$ cat src/rtl/phy_ctl_pkg.sv
// rtl/phy_ctl_pkg.sv - shared op codes, control-word field layout and FSM states
package phy_ctl_pkg;

    typedef enum logic [2:0] {
        OP_NOP = 3'd0,
        OP_WR  = 3'd1,
        OP_RD  = 3'd3,
        OP_ACT = 3'd4,
        OP_PRE = 3'd5,
        OP_REF = 3'd6
    } op_e;

    localparam int WD_W     = 32;
    localparam int OP_LSB   = 0;
    localparam int OP_W     = 3;
    localparam int OFS_LSB  = 3;
    localparam int OFS_W    = 6;
    localparam int RANK_LSB = 9;
    localparam int RANK_W   = 2;
    localparam int AUX_LSB  = 11;
    localparam int AUX_W    = 4;
    localparam int SEQ_LSB  = 15;
    localparam int SEQ_W    = 2;

    typedef enum logic [1:0] {
        ST_WAIT_RDY = 2'd0,
        ST_RUN      = 2'd1,
        ST_HOLD     = 2'd2
    } state_e;

    // Bits above the seq field are always zero.
    function automatic logic [WD_W-1:0] pack_word(
        input logic [OP_W-1:0]   op,
        input logic [OFS_W-1:0]  ofs,
        input logic [RANK_W-1:0] rank,
        input logic [AUX_W-1:0]  aux,
        input logic [SEQ_W-1:0]  seq
    );
        logic [WD_W-1:0] w;
        w = '0;
        w[OP_LSB   +: OP_W]   = op;
        w[OFS_LSB  +: OFS_W]  = ofs;
        w[RANK_LSB +: RANK_W] = rank;
        w[AUX_LSB  +: AUX_W]  = aux;
        w[SEQ_LSB  +: SEQ_W]  = seq;
        return w;
    endfunction

endpackage

$ cat src/rtl/phy_ctl_cmd_fifo.sv
// rtl/phy_ctl_cmd_fifo.sv - DEPTH x WIDTH synchronous FIFO with full/empty flags
module phy_ctl_cmd_fifo #(
    parameter int DEPTH = 4,
    parameter int WIDTH = 32
) (
    input  logic             clk,
    input  logic             rst,
    input  logic             push,
    input  logic [WIDTH-1:0] din,
    input  logic             pop,
    output logic [WIDTH-1:0] dout,
    output logic             full,
    output logic             empty
);

    localparam int AW = $clog2(DEPTH);

    // Pointers carry one extra wrap bit to tell full from empty.
    logic [AW:0]      wr_ptr_q, wr_ptr_d;
    logic [AW:0]      rd_ptr_q, rd_ptr_d;
    logic [WIDTH-1:0] mem_q [DEPTH];
    logic [WIDTH-1:0] mem_d [DEPTH];

    assign empty = (wr_ptr_q == rd_ptr_q);
    assign full  = (wr_ptr_q[AW] != rd_ptr_q[AW]) &&
                   (wr_ptr_q[AW-1:0] == rd_ptr_q[AW-1:0]);
    assign dout  = mem_q[rd_ptr_q[AW-1:0]];

    always_comb begin
        mem_d    = mem_q;
        wr_ptr_d = wr_ptr_q;
        rd_ptr_d = rd_ptr_q;
        if (push && !full) begin
            mem_d[wr_ptr_q[AW-1:0]] = din;
            wr_ptr_d = wr_ptr_q + (AW+1)'(1);
        end
        if (pop && !empty) begin
            rd_ptr_d = rd_ptr_q + (AW+1)'(1);
        end
    end

    always_ff @(posedge clk or posedge rst) begin
        if (rst) begin
            wr_ptr_q <= '0;
            rd_ptr_q <= '0;
            for (int i = 0; i < DEPTH; i++) begin
                mem_q[i] <= '0;
            end
        end else begin
            wr_ptr_q <= wr_ptr_d;
            rd_ptr_q <= rd_ptr_d;
            mem_q    <= mem_d;
        end
    end

endmodule

$ cat src/rtl/phy_ctl_cmd_writer.sv
// rtl/phy_ctl_cmd_writer.sv - packs scheduler commands into PHY control words and issues them under PHY flow control
module phy_ctl_cmd_writer #(
    parameter int DEPTH        = 4,
    parameter int READY_CYCLES = 2
) (
    input  logic        clk,
    input  logic        rst,
    input  logic        cmd_valid,
    output logic        cmd_ready,
    input  logic [2:0]  cmd_op,
    input  logic [1:0]  cmd_rank,
    input  logic [5:0]  cmd_data_offset,
    input  logic [3:0]  cmd_aux,
    input  logic        phy_ctl_ready,
    input  logic        phy_ctl_almost_full,
    input  logic        phy_ctl_full,
    output logic [31:0] phy_ctl_wd,
    output logic        phy_ctl_wr_en,
    output logic [15:0] issued_cnt,
    output logic        overflow_err
);

    import phy_ctl_pkg::*;

    localparam int          RW       = $clog2(READY_CYCLES + 1);
    localparam logic [RW-1:0] RDY_LAST = RW'(READY_CYCLES - 1);

    state_e            state_q, state_d;
    logic [RW-1:0]     rdy_cnt_q, rdy_cnt_d;
    logic [SEQ_W-1:0]  seq_q, seq_d;
    logic [WD_W-1:0]   wd_q, wd_d;
    logic              wr_en_q, wr_en_d;
    logic [15:0]       issued_q, issued_d;
    logic              ovf_q, ovf_d;

    logic              push;
    logic              issue;
    logic [WD_W-1:0]   push_word;
    logic [WD_W-1:0]   fifo_dout;
    logic              fifo_full;
    logic              fifo_empty;

    assign cmd_ready     = !fifo_full && !rst;
    assign push_word     = pack_word(cmd_op, cmd_data_offset, cmd_rank, cmd_aux, seq_q);
    assign phy_ctl_wd    = wd_q;
    assign phy_ctl_wr_en = wr_en_q;
    assign issued_cnt    = issued_q;
    assign overflow_err  = ovf_q;

    phy_ctl_cmd_fifo #(
        .DEPTH (DEPTH),
        .WIDTH (WD_W)
    ) u_fifo (
        .clk   (clk),
        .rst   (rst),
        .push  (push),
        .din   (push_word),
        .pop   (issue),
        .dout  (fifo_dout),
        .full  (fifo_full),
        .empty (fifo_empty)
    );

    // Ready loss wins over almost-full; queued words are kept across state changes.
    always_comb begin
        state_d   = state_q;
        rdy_cnt_d = rdy_cnt_q;
        case (state_q)
            ST_WAIT_RDY: begin
                if (!phy_ctl_ready) begin
                    rdy_cnt_d = '0;
                end else if (rdy_cnt_q == RDY_LAST) begin
                    rdy_cnt_d = '0;
                    state_d   = ST_RUN;
                end else begin
                    rdy_cnt_d = rdy_cnt_q + RW'(1);
                end
            end
            ST_RUN: begin
                if (!phy_ctl_ready) begin
                    state_d = ST_WAIT_RDY;
                end else if (phy_ctl_almost_full) begin
                    state_d = ST_HOLD;
                end
            end
            ST_HOLD: begin
                if (!phy_ctl_ready) begin
                    state_d = ST_WAIT_RDY;
                end else if (!phy_ctl_almost_full) begin
                    state_d = ST_RUN;
                end
            end
            default: begin
                state_d   = ST_WAIT_RDY;
                rdy_cnt_d = '0;
            end
        endcase
    end

    always_comb begin
        push     = cmd_valid && cmd_ready;
        issue    = (state_q == ST_RUN) && !fifo_empty &&
                   !phy_ctl_almost_full && !phy_ctl_full;
        seq_d    = push ? seq_q + SEQ_W'(1) : seq_q;
        wr_en_d  = issue;
        wd_d     = issue ? fifo_dout : wd_q;
        issued_d = (wr_en_q && (issued_q != 16'hFFFF)) ? issued_q + 16'd1 : issued_q;
        // A write presented while the PHY reports full is a lost word.
        ovf_d    = ovf_q || (wr_en_q && phy_ctl_full);
    end

    always_ff @(posedge clk or posedge rst) begin
        if (rst) begin
            state_q   <= ST_WAIT_RDY;
            rdy_cnt_q <= '0;
            seq_q     <= '0;
            wd_q      <= '0;
            wr_en_q   <= 1'b0;
            issued_q  <= '0;
            ovf_q     <= 1'b0;
        end else begin
            state_q   <= state_d;
            rdy_cnt_q <= rdy_cnt_d;
            seq_q     <= seq_d;
            wd_q      <= wd_d;
            wr_en_q   <= wr_en_d;
            issued_q  <= issued_d;
            ovf_q     <= ovf_d;
        end
    end

endmodule

$ cat config.mk
export PLATFORM = sky130hd
export DESIGN_NAME = phy_ctl_cmd_writer
export DESIGN_NICKNAME = d
export VERILOG_FILES = /design/src/rtl/phy_ctl_pkg.sv /design/src/rtl/phy_ctl_cmd_fifo.sv /design/src/rtl/phy_ctl_cmd_writer.sv
export SDC_FILE = /design/constraint.sdc
export NUM_CORES = 1
export LEC_CHECK = 0
export CAP_MARGIN = 10
export CORE_UTILIZATION = 30
export CTS_BUF_LIST = sky130_fd_sc_hd__clkbuf_4 sky130_fd_sc_hd__clkbuf_8 sky130_fd_sc_hd__clkbuf_16
export DETAILED_ROUTE_END_ITERATION = 10
export HOLD_SLACK_MARGIN = 0.03
export SETUP_SLACK_MARGIN = 0.4
export SYNTH_ARGS = -nofsm -noshare
export SYNTH_HDL_FRONTEND = slang
export SYNTH_HIERARCHICAL = 1
export SYNTH_SLANG_ARGS = --single-unit
export TNS_END_PERCENT = 5
$ cat constraint.sdc
create_clock -name clk -period 5.45 [get_ports clk]
set_input_delay 0.545 -clock clk [delete_from_list [all_inputs] [get_ports clk]]
set_output_delay 0.545 -clock clk [all_outputs]
set_load 0.03 [all_outputs]
### Word-level counts from Yosys, hierarchy flattened

Cells that the tools add are included.

| cells by class | value |
|---|---|
| $lt $le $gt $ge | 3 |
| multiplexer cells | 16 |
| bitwise logic cells | 2 |
| reduce and logical (&&, ||, !) cells | 20 |
| $add $sub $neg | 5 |
| eq/ne operators | 11 |

Operators with widths:

| cell | count |
|---|---|
| $bwmux 128 | 1 |
| $mux 32 | 3 |
| $bmux 32 s2 | 1 |
| $demux 32 s2 | 1 |
| $add 16x1->16 const B | 1 |
| $mux 2 | 8 |
| $ne 16x16->1 const B | 1 |
| $logic_and 1x1->1 | 11 |
| $add 3x1->3 const B | 2 |
| $ge 3x3->1 const B | 2 |
| $ne 3x3->1 const B | 2 |
| $not 2->3 | 2 |
| $pmux 2 s3 | 1 |
| $logic_not 1->1 | 5 |
| $add 2x1->2 const B | 2 |
| $eq 2x1->1 const B | 2 |
| $ne 2x2->1 const B | 2 |
| $pmux 2 s2 | 1 |
| $reduce_and 4->1 | 1 |
| $eq 3x3->1 | 1 |
| $lt 3x1->1 const B | 1 |
| $eq 2x2->1 | 1 |
| $eq 2x2->1 const B | 1 |
| $logic_not 2->1 | 1 |
| 3 further kinds | 3 |

| word-level totals | value |
|---|---|
| register bits after elaboration | 190 |

### Longest topological paths before layout

| depth | value |
|---|---|
| word-level depth | 6 |
| mapped depth | 11 |

### Hierarchy

The synthesis kept the hierarchy.

By module, submodules not included:

| module | cells each | area an instance (um^2) | instances | sequential area each (um^2) |
|---|---|---|---|---|
| phy_ctl_cmd_fifo | 356 | 6532.5 | 1 | 3353.2 |
| phy_ctl_cmd_writer | 182 | 2449.8 | 1 | 1401.3 |

### Worst setup path before layout

No wires, ideal clock.

| path | value |
|---|---|
| kind | register to register |
| from | register u_fifo.rd_ptr_q[1] |
| to | register u_fifo/mem_q[10] (netlist name) |
| arrival | 2.705 ns |
| setup time | 0.125 ns |
| data required time | 5.325 ns |
| buffers on the path | 3 |
| path slack | 2.620 ns |
| stages on the path, launching flop included | 12 |
| clock period less this slack | 2.830 ns |
| cell sequence | dfrtp_1 > buf_6 > xnor2_2 > nand2_1 > nor2_1 > nor2_1 > and2_1 > buf_1 > nand2_1 > a31oi_4 > buf_6 > mux2_4 |

| between the ends | value |
|---|---|
| longest elaborated chain between the ends | 6 |

RTL lines:

| what | line | source |
|---|---|---|
| start, declared | phy_ctl_cmd_fifo.sv:20 | `logic [AW:0] rd_ptr_q, rd_ptr_d;` |
| start signal, assigned | phy_ctl_cmd_fifo.sv:51 | `rd_ptr_q <= rd_ptr_d;` |
| $eq 2x2->1 | phy_ctl_cmd_fifo.sv:26 | `(wr_ptr_q[AW-1:0] == rd_ptr_q[AW-1:0]);` |
| $logic_and 1x1->1 | phy_ctl_cmd_fifo.sv:25 | `assign full = (wr_ptr_q[AW] != rd_ptr_q[AW]) &&` |
| via fifo_full | phy_ctl_cmd_writer.sv:40 | `logic fifo_full;` |
| $logic_not 1->1 | phy_ctl_cmd_writer.sv:43 | `assign cmd_ready = !fifo_full && !rst;` |
| $logic_and 1x1->1 | phy_ctl_cmd_writer.sv:43 |  |
| via cmd_ready | phy_ctl_cmd_writer.sv:9 | `output logic cmd_ready,` |
| $logic_and 1x1->1 | phy_ctl_cmd_writer.sv:101 | `push = cmd_valid && cmd_ready;` |
| via push | phy_ctl_cmd_writer.sv:36 | `logic push;` |
| $logic_and 1x1->1 | phy_ctl_cmd_fifo.sv:33 | `if (push && !full) begin` |
| end signal, assigned | phy_ctl_cmd_fifo.sv:52 | `mem_q <= mem_d;` |
| end, declared | phy_ctl_cmd_fifo.sv:21 | `logic [WIDTH-1:0] mem_q [DEPTH];` |

The timed path passes the listed nets, and every way through them passes these cells.
A chain may end at the register's enable or synchronous reset.

### Worst setup path in the final report

| path | value |
|---|---|
| from | register u_fifo.wr_ptr_q[0] |
| to | register u_fifo/mem_q[125] (netlist name) |

| between the ends | value |
|---|---|
| longest elaborated chain between the ends | 6 |
| elaborated cells on any way between the ends | 13 |

RTL lines:

| what | line | source |
|---|---|---|
| start, declared | phy_ctl_cmd_fifo.sv:19 | `logic [AW:0] wr_ptr_q, wr_ptr_d;` |
| start signal, assigned | phy_ctl_cmd_fifo.sv:50 | `wr_ptr_q <= wr_ptr_d;` |
| $eq 2x2->1 | phy_ctl_cmd_fifo.sv:26 |  |
| $logic_and 1x1->1 | phy_ctl_cmd_fifo.sv:25 |  |
| via fifo_full | phy_ctl_cmd_writer.sv:40 |  |
| $logic_not 1->1 | phy_ctl_cmd_writer.sv:43 |  |
| $logic_and 1x1->1 | phy_ctl_cmd_writer.sv:43 |  |
| $logic_and 1x1->1 | phy_ctl_cmd_writer.sv:101 |  |
| via push | phy_ctl_cmd_writer.sv:36 |  |
| $logic_and 1x1->1 | phy_ctl_cmd_fifo.sv:33 |  |

The timed path passes the listed nets, and every way through them passes these cells.

==> out/metrics.csv <==
metric,value,unit
status,completed,
fmax,304,MHz
place_hpwl,11200,µm
hp-class,flip-flop to flip-flop,
layout-area-overhead-vs-synth,21.8,%
power.density,598,mW/mm²
num_antenna_cells,0,
initial_utilization,30.9,%
path_class,flip-flop to flip-flop,
post_cts_resized,0,
grt_max_degree,107,
worstPathRequired,5.76,ns
vias,4744,
dieHeight,175,µm
cts_hold_buf,0,
syn_inst,538,
syn-mean-instance-area,16.7,µm²
end_kind,flip-flop,
first_global_vias,5099,
post-route-min-period,3.29,ns
finish.utilization,37.6,%
numPortBuffers,71,
finalNetCount,706,
die_area,0.0306,mm²
reg2reg_depth,8,
r2r-start,u_fifo/wr_ptr_q[0]$_DFFE_PP0P_,
synth_area_leaders,"dfrtp_1 (53%), mux2_4 (20%), mux4_2 (8.0%)",
wl,17300,µm
met3_wirelength,433,µm
drc,0,
async_reset_ff_share,100,%
fp-row-count,62,
relSlewSlack,34.8,%
cts.root.buffer_cell,clkbuf_16,
vdd_drop_max,0.266,mV
post_cts_buffers,0,
grt_pass1_wl,29000,µm
min_path_cells,1,
ctsLongestPathBuffers,2,
cp-start-kind,flip-flop,
tightest_slew,0.979,ns
finalClockSkew,0.0120,ns
synth_top_cell_by_area,dfrtp_1,
holdCritStartpoint,overflow_err$_DFF_PP0_,
pre_cts_ws,2.03,ns
htreeDepth,4,
netlist.area_leader.share,52.9,%
rr_endpoint,u_fifo/mem_q[125]$_DFFE_PP0P_,
first_pass_iters,4,
rsz0062_at_grt,no,
post_drt_wl_per_cell,16.1,µm
antenna_found_initial,0,
coreArea,0.0291,mm²
worstPathArrival,3.60,ns
cp_max_fo,22,
top_layer,met4,
via_per_inst,4.43,
layout-drive-gt1-share,37.3,%
cts_tree,yes,
clk_latency,0.43,ns
grt-ovfl-total,0,
grt_util_all_layers,12.1,%
cts_num_sinks,190,
holdWs,0.462,ns
die_x,175,µm
tns,0,ns
clk_pin_slew,0.07,ns
ys_ff_latch,190,
holdPathEnd,overflow_err$_DFF_PP0_,
finalWorstSetupSlack,2.16,ns
syn-cell-area,0.00898,mm²
synth_flop_cell,dfrtp_1,
drv_cap,0,
yosysUniqueCellTypes,49,
ant_nets,0,
place_congestion,0.726,
synth_edf_count,0,
p_leak,4.79,nW
setup_viol,0,
drtIter0Drc,214,
cts_made_buffers,17,
power,0.00654,W
wl_met1,8490,µm
ys_warn_count,6,
r2r_slack,2.16,ns
ios,72,
hold_violations,0,
drv_slew,0,
synth_seq_area_share,52.9,%
min_period_over_period,60.4,%
wl_met2,8190,µm
## sequential cells by signal, indices dropped and copies added, names as in the netlist
register and flops:
rdy_cnt_q 2, overflow_err 1, state_q 2, phy_ctl_wr_en 1, u_fifo/wr_ptr_q 3, issued_cnt 16, seq_q 2, u_fifo/mem_q 128
u_fifo/rd_ptr_q 3, phy_ctl_wd 32
## critical path, cell delays in order (launching register included)
cell and delay (ns):
dfrtp_1 0.52, xor2_1 0.36, nor2_1 0.14, nor2_1 0.13, and2_1 0.39, nand2_1 0.16, a31oi_4 0.56, buf_4 0.52
mux2_2 0.38
## cells in the mapped netlist (2+ instances only)
| cell | number |
|---|---|
| mux2_4 | 120 |
| a21o_1 | 2 |
| xnor2_2 | 2 |
| ha_1 | 11 |
| mux2_2 | 42 |
| o21a_1 | 4 |
| nor2b_1 | 2 |
| inv_1 | 11 |
| a31oi_4 | 4 |
| mux2_1 | 3 |
| buf_2 | 6 |
| nand3_1 | 8 |
| mux4_2 | 32 |
| o21ai_0 | 3 |
| nor3_1 | 5 |
| nor2_1 | 10 |
| clkbuf_1 | 3 |
| a21oi_1 | 3 |
| a31oi_1 | 4 |
| dfrtp_1 | 190 |
| nand2_1 | 15 |
| xnor2_1 | 7 |
| nand4_1 | 4 |
| xor2_1 | 8 |
| buf_6 | 13 |
| nor4_4 | 2 |
| o311ai_0 | 2 |
## cells by family after synthesis
family	Yosys count	share of synthesized area, %
buf+inv	35	2.67
fa+ha+maj	11	1.53
xor+xnor	18	2.13
compound gates	27	2.73
simple gates	58	4.12
flops	190	52.9
mux	198	33.8
other cells	1	0.0417
## worst max path at each step
stage,start,endpoint,slack (ns)
floorplan,rst,u_fifo/mem_q[0]$_DFFE_PP0P_,1.32
global placement,rst,u_fifo/mem_q[125]$_DFFE_PP0P_,2.08
detailed placement,rst,u_fifo/mem_q[30]$_DFFE_PP0P_,2.03
CTS,u_fifo/wr_ptr_q[0]$_DFFE_PP0P_,u_fifo/mem_q[126]$_DFFE_PP0P_,2.12
global route,u_fifo/wr_ptr_q[0]$_DFFE_PP0P_,u_fifo/mem_q[30]$_DFFE_PP0P_,1.92
finish,u_fifo/wr_ptr_q[0]$_DFFE_PP0P_,u_fifo/mem_q[125]$_DFFE_PP0P_,2.16
## routing by layer
metal | global-route usage, % | vias up
met1 | 16.7 | 2491
met3 | 2.61 | 13
met4 | 2.93 | 0
met2 | 19.1 | 57
li1 | - | 2183
met5 | 0 | -
## report_power, final
group	leakage (nW)	total, W	switching (W)	internal (W)
sequential	2.33	0.00248	0.000417	0.00207
clock	0.315	0.00136	0.000552	0.000803
combinational	2.15	0.00270	0.00113	0.00157
## layout make-up
class,instances,area [µm²]
Fill cell,2705,18200
Sequential cell,190,4760
Timing Repair Buffer,82,793
Clock inverter,12,181
Tap cell,384,480
Inverter,11,46.3
Multi-Input combinational cell,372,4220
Clock buffer,20,460
## placed cells by master (no fill, tap or decap), drive strengths merged, types with 2 or more instances in the layout
cell type,count
a21o,2
a21oi,3
a31oi,8
buf,11
bufinv,4
clkbuf,20
clkdlybuf4s50,71
clkinv,4
conb,60
dfrtp,190
ha,11
inv,14
mux2,165
mux4,32
nand2,15
nand3,9
nand4,5
nor2,10
nor2b,2
nor3,5
nor4,2
nor4b,3
o21a,4
o21ai,3
o311ai,2
xnor2,9
xor2,9
## stage by stage
step	instance area, µm²	std cells
after floorplan	9200	597
after global placement	10300	1039
after detailed placement	10300	1039
after CTS	10900	1071
after global routing	10900	1071
final	10900	1071
No activity file was read; power rests on OpenSTA's default activity.
